===== src/rtl/wb_pkg.sv =====
// Shared Wishbone master types: core command encoding and master FSM states.
package wb_pkg;

  localparam int unsigned WB_ADDR_WIDTH = 32;
  localparam int unsigned WB_DATA_WIDTH = 32;

  // 2'b11 is not a legal command and is treated like NONE by the master.
  typedef enum logic [1:0] {
    NONE  = 2'b00,
    LOAD  = 2'b01,
    STORE = 2'b10
  } wb_command_t;

  typedef enum logic {
    IDLE   = 1'b0,
    ACTIVE = 1'b1
  } wb_state_t;

endpackage


===== src/rtl/wb_bus_master_if.sv =====
// Wishbone B4 classic bus signals between the core's bus master and a slave.
interface wb_bus_master_if #(
  parameter int unsigned ADDR_WIDTH = 32,
  parameter int unsigned DATA_WIDTH = 32
);
  logic                    cyc;
  logic                    stb;
  logic                    we;
  logic [ADDR_WIDTH-1:0]   adr;
  logic [DATA_WIDTH-1:0]   dat_w;
  logic [DATA_WIDTH/8-1:0] sel;
  logic [DATA_WIDTH-1:0]   dat_r;
  logic                    ack;
  logic                    err;

  modport master (
    output cyc, stb, we, adr, dat_w, sel,
    input  dat_r, ack, err
  );

  modport slave (
    input  cyc, stb, we, adr, dat_w, sel,
    output dat_r, ack, err
  );
endinterface


===== src/rtl/wb_bus_master.sv =====
// Single-outstanding Wishbone B4 classic master: turns one-cycle LOAD/STORE
// commands from the core into bus cycles and reports completion via busy_out.
module wb_bus_master
  import wb_pkg::*;
#(
  parameter int unsigned ADDR_WIDTH = WB_ADDR_WIDTH,
  parameter int unsigned DATA_WIDTH = WB_DATA_WIDTH
) (
  input  logic                    clk_in,
  input  logic                    reset_in,
  input  wb_command_t             cmd_in,
  output logic                    busy_out,
  output logic [DATA_WIDTH-1:0]   rdata_out,
  input  logic [DATA_WIDTH-1:0]   wdata_in,
  input  logic [DATA_WIDTH/8-1:0] wmask_in,
  input  logic [ADDR_WIDTH-1:0]   addr_in,
  wb_bus_master_if.master         wb
);

  localparam int unsigned SEL_WIDTH = DATA_WIDTH / 8;

  wb_state_t             state, state_next;
  logic                  cyc_q, cyc_next;
  logic                  stb_q, stb_next;
  logic                  we_q, we_next;
  logic [ADDR_WIDTH-1:0] adr_q, adr_next;
  logic [DATA_WIDTH-1:0] dat_q, dat_next;
  logic [SEL_WIDTH-1:0]  sel_q, sel_next;
  logic [DATA_WIDTH-1:0] rdata_q, rdata_next;

  always_ff @(posedge clk_in) begin
    if (reset_in) begin
      state   <= IDLE;
      cyc_q   <= 1'b0;
      stb_q   <= 1'b0;
      we_q    <= 1'b0;
      adr_q   <= '0;
      dat_q   <= '0;
      sel_q   <= '0;
      rdata_q <= '0;
    end else begin
      state   <= state_next;
      cyc_q   <= cyc_next;
      stb_q   <= stb_next;
      we_q    <= we_next;
      adr_q   <= adr_next;
      dat_q   <= dat_next;
      sel_q   <= sel_next;
      rdata_q <= rdata_next;
    end
  end

  always_comb begin
    state_next = state;
    cyc_next   = cyc_q;
    stb_next   = stb_q;
    we_next    = we_q;
    adr_next   = adr_q;
    dat_next   = dat_q;
    sel_next   = sel_q;
    rdata_next = rdata_q;

    unique case (state)
      IDLE: begin
        case (cmd_in)
          LOAD: begin
            state_next = ACTIVE;
            cyc_next   = 1'b1;
            stb_next   = 1'b1;
            we_next    = 1'b0;
            adr_next   = addr_in;
            dat_next   = '0;
            sel_next   = '1;
          end
          STORE: begin
            state_next = ACTIVE;
            cyc_next   = 1'b1;
            stb_next   = 1'b1;
            we_next    = 1'b1;
            adr_next   = addr_in;
            dat_next   = wdata_in;
            sel_next   = wmask_in;
          end
          default: ;
        endcase
      end
      ACTIVE: begin
        // ERR takes priority over a simultaneous ACK; the registered WE
        // still identifies the outstanding transfer as a load or store.
        if (wb.ack || wb.err) begin
          state_next = IDLE;
          cyc_next   = 1'b0;
          stb_next   = 1'b0;
          we_next    = 1'b0;
          if (!we_q) begin
            rdata_next = wb.err ? '0 : wb.dat_r;
          end
        end
      end
      default: state_next = IDLE;
    endcase
  end

  assign busy_out  = (state == ACTIVE);
  assign rdata_out = rdata_q;

  assign wb.cyc   = cyc_q;
  assign wb.stb   = stb_q;
  assign wb.we    = we_q;
  assign wb.adr   = adr_q;
  assign wb.dat_w = dat_q;
  assign wb.sel   = sel_q;

endmodule


===== src/flat_wrapper.sv =====
// flat-port wrapper written by rule: the top's interface ports become plain ports
module wb_bus_master_flat import wb_pkg::*;
#(
  parameter int unsigned ADDR_WIDTH = WB_ADDR_WIDTH,
  parameter int unsigned DATA_WIDTH = WB_DATA_WIDTH
)
  (clk_in, reset_in, cmd_in, busy_out, rdata_out, wdata_in, wmask_in, addr_in, wb_cyc, wb_stb, wb_we, wb_adr, wb_dat_w, wb_sel, wb_dat_r, wb_ack, wb_err);
  wb_bus_master_if #(.ADDR_WIDTH(ADDR_WIDTH), .DATA_WIDTH(DATA_WIDTH)) wb_i ();
  input  logic clk_in;
  input  logic reset_in;
  input  wb_command_t cmd_in;
  output logic busy_out;
  output logic [DATA_WIDTH-1:0] rdata_out;
  input  logic [DATA_WIDTH-1:0] wdata_in;
  input  logic [DATA_WIDTH/8-1:0] wmask_in;
  input  logic [ADDR_WIDTH-1:0] addr_in;
  output wire logic [$bits(wb_i.cyc)-1:0] wb_cyc;
  output wire logic [$bits(wb_i.stb)-1:0] wb_stb;
  output wire logic [$bits(wb_i.we)-1:0] wb_we;
  output wire logic [$bits(wb_i.adr)-1:0] wb_adr;
  output wire logic [$bits(wb_i.dat_w)-1:0] wb_dat_w;
  output wire logic [$bits(wb_i.sel)-1:0] wb_sel;
  input wire logic [$bits(wb_i.dat_r)-1:0] wb_dat_r;
  input wire logic [$bits(wb_i.ack)-1:0] wb_ack;
  input wire logic [$bits(wb_i.err)-1:0] wb_err;
  assign wb_cyc = wb_i.cyc;
  assign wb_stb = wb_i.stb;
  assign wb_we = wb_i.we;
  assign wb_adr = wb_i.adr;
  assign wb_dat_w = wb_i.dat_w;
  assign wb_sel = wb_i.sel;
  assign wb_i.dat_r = wb_dat_r;
  assign wb_i.ack = wb_ack;
  assign wb_i.err = wb_err;
  wb_bus_master #(.ADDR_WIDTH(ADDR_WIDTH), .DATA_WIDTH(DATA_WIDTH)) u_core (.clk_in(clk_in), .reset_in(reset_in), .cmd_in(cmd_in), .busy_out(busy_out), .rdata_out(rdata_out), .wdata_in(wdata_in), .wmask_in(wmask_in), .addr_in(addr_in), .wb(wb_i));
endmodule

===== config.mk =====
export PLATFORM = sky130hd
export DESIGN_NAME = wb_bus_master_flat
export DESIGN_NICKNAME = d
export VERILOG_FILES = /design/src/rtl/wb_pkg.sv /design/src/rtl/wb_bus_master_if.sv /design/src/rtl/wb_bus_master.sv /design/src/flat_wrapper.sv
export SDC_FILE = /design/constraint.sdc
export NUM_CORES = 1
export LEC_CHECK = 0
export CORE_MARGIN = 8
export CORE_UTILIZATION = 39
export CTS_CLUSTER_SIZE = 20
export DETAILED_ROUTE_END_ITERATION = 12
export MAX_ROUTING_LAYER = met4
export PLACE_DENSITY = 0.91
export RECOVER_POWER = 100
export SETUP_SLACK_MARGIN = 0.02
export SYNTH_ARGS = -nofsm -noshare
export SYNTH_HDL_FRONTEND = slang
export SYNTH_SLANG_ARGS = --single-unit

===== constraint.sdc =====
create_clock -name clk_in -period 2.3 [get_ports clk_in]
set_input_delay 0.46 -clock clk_in [delete_from_list [all_inputs] [get_ports clk_in]]
set_output_delay 0.46 -clock clk_in [all_outputs]
set_load 0.02 [all_outputs]

==> flow_summary_export.csv <==
group,metric,value,unit
die,die_h,116,µm
placement,dp.cells,773,
routing,antenna_left,0,
finish,antenna_cells,0,
hold_path,min_path_type,"reg2reg",
finish,layout_common_cells,"106 x dlygate4sd3_1, 103 x dfxtp_1, 102 x clkdlybuf4s50_1",
worst_setup_path,worstSetupPathType,"in2reg",
routing,drt_wl_total,13300,µm
sta,fin_skew,0.00641,ns
worst_setup_path,crit_arrival,2.30,ns
die,die_width,116,µm
routing,firstDrtPassIters,4,
worst_setup_path,path_cells,"dlygate4sd3_1, inv_1, ha_1, or2_2, clkbuf_1, nand2_1, a21oi_1",
global_routing,first_global_vias,4162,
placement,numPortBuffers,209,
sta,min_period,2.07,ns
logic_synthesis,synth_area,0.00391,mm²
sta,finalSetupTns,0,ns
power,ir_worst_vdd,374,µV
sta,drv_slew,0,
die,io_pins,210,
global_routing,grt_pass1_wl,20700,µm
power,p_int,2.86,mW
cts,htree_levels,3,
worst_setup_path,max_stage_delay,0.55,ns
job,maxCapViolCount,0,
worst_setup_path,cp_top_family,"buffers and inverters",
sta,rsz0062_at_grt,"no",
logic_synthesis,synthCells,467,
placement,place_ws,-0.0605,ns
power,power.density,620,mW/mm²
routing,post_drt_wl_per_cell,16.9,µm
cts,clock-sinks,103,
sta,period_share,0.900,
routing,vias,4071,
placement,postPlaceCellArea,0.00614,mm²
routing,via_per_inst,5.16,
logic_synthesis,ys_ff_latch,103,
sta,final_hold_viol_count,0,
logic_synthesis,yosysUniqueCellTypes,18,
logic_synthesis,synth_warnings,0,
worst_setup_path,slowest_stage,"dlygate4sd3_1",
cts,cts_resized,0,
status,status,"finished clean",
logic_synthesis,ys_seq_area_frac,0.527,
placement,gp_congestion,0.835,
cts,cts_setup_buffers,0,
power,p_switching,1.07,mW
die,initial_core_util,0.400,
sta,whs,0.451,ns
worst_setup_path,cp_data_required_time,2.53,ns
worst_setup_path,end_kind,"register",
sta,worstMarginPinSlew,0.546,ns
routing,drt_first_iter_violations,360,
worst_setup_path,crit_buf_inv,3,
worst_setup_path,critPathMaxFanout,16,
power,p_leak,2.51,nW
finish,nets,759,
power,finalPower,3.93,mW
die,rows,36,
routing,drc,0,
finish,fin_cells,789,
worst_setup_path,startpoint_type,"input port",
finish,drive_gt1_frac,0.0442,
finish,final_common_cell,"dlygate4sd3_1",
die,core_area,0.00977,mm²
cts,clk_latency,0.36,ns
die,dieArea,0.0135,mm²
global_routing,grt_start_max_net_pins,66,
global_routing,track_usage,0.201,
finish,synthToLayoutAreaGrowth,62.0,%
cts,clock_path_buffers,2,
finish,final_core_util,0.648,
placement,dp_hpwl,9790,µm
cts,cts_root_buffer,"clkbuf_8",
power,p_sw_frac,0.271,
logic_synthesis,synth_fp_nets,575,
sta,setup_violations,0,
cts,cts_hold_buf,0,
cts,cts_tree,"done",
finish,fin_area,0.00634,mm²
power,comb_power_share,0.213,
power,p_seq_frac,0.489,
cts,numCtsBuffers,9,
power,clockPowerShare,0.298,
sta,relSlewSlack,0.636,
cts,cts.clk_slew.worst_paths,0.09,ns
logic_synthesis,avgSynthCellArea,8.38,µm²
global_routing,antenna_found_initial,0,
global_routing,grt_overflow,0,
sta,layout_setup_ws,0.231,ns
sta,max_freq,483,MHz
cells by family after synthesis:
family	after synthesis	share of synthesized area
simple gates	180	0.241
compound gates	132	0.170
flops	103	0.527
buf+inv	50	0.0556
fa+ha+maj	2	0.00639
power by group through the flow:
| stage | Sequential, mW | Clock [mW] | Combinational [mW] |
|---|---|---|---|
| after floorplan | 2.07 | 0 | 0.281 |
| after global placement | 1.96 | 0 | 0.856 |
| after detailed placement | 1.97 | 0 | 0.875 |
| after CTS | 1.93 | 1.21 | 0.880 |
| after global routing | 1.93 | 1.29 | 0.899 |
| final | 1.92 | 1.17 | 0.835 |
synthesized netlist by cell type:
cell / instances / area [µm²]
nor3b_1: 5 / 37.5
nor2_1: 9 / 33.8
nand2_1: 96 / 360
or2_2: 1 / 6.26
nor3_1: 4 / 20.0
nand3_1: 32 / 160
o21ai_2: 1 / 8.76
clkbuf_1: 41 / 154
o21ai_0: 34 / 170
a21oi_1: 97 / 485
ha_1: 2 / 25.0
dfxtp_1: 103 / 2060
buf_2: 3 / 15.0
nand2b_1: 1 / 6.26
buf_6: 3 / 33.8
buf_4: 1 / 7.51
or4b_1: 32 / 320
inv_1: 2 / 7.51
per-layer routing:
layer	global-route usage	wire [µm]	up-vias
li1	-	-	1980
met1	0.214	5180	1900
met2	0.336	6530	161
met3	0.0589	1190	30
met4	0.0959	409	0
met5	-	0	-
sequential cells by signal (all words and copies together), names as in the netlist:
name,count
u_core.wb.sel,4
u_core.wb.adr,32
u_core.rdata_out,32
u_core.wb.cyc,1
u_core.busy_out,1
u_core.wb.we,1
u_core.wb.dat_w,32
path summary, 6_finish.rpt:
check / cells after the start / slack (ns) / startpoint / end
setup reg to reg: 4 / 0.71 / u_core.busy_out$_SDFF_PP0_ / u_core.rdata_out[11]$_SDFFE_PP0P_
hold reg to reg: 2 / 0.45 / u_core.wb.dat_w[5]$_SDFFE_PP0P_ / u_core.wb.dat_w[5]$_SDFFE_PP0P_
setup / recovery: 7 / 0.23 / cmd_in[0] / u_core.wb.dat_w[1]$_SDFFE_PP0P_
hold / removal: 2 / 0.45 / u_core.wb.dat_w[5]$_SDFFE_PP0P_ / u_core.wb.dat_w[5]$_SDFFE_PP0P_
tightest hold or removal path, stage by stage (launching register included):
cell and delay (ns):
dfxtp_1 0.32, nand2_1 0.05, a21oi_1 0.05
cell type report:
type | instances | area, µm²
Fill cell | 803 | 3440
Timing Repair Buffer | 221 | 2240
Sequential cell | 103 | 2060
Multi-Input combinational cell | 314 | 1650
Clock buffer | 13 | 169
Tap cell | 133 | 166
Clock inverter | 3 | 40.0
Inverter | 2 | 7.51
(Power assumes the default switching activity.)
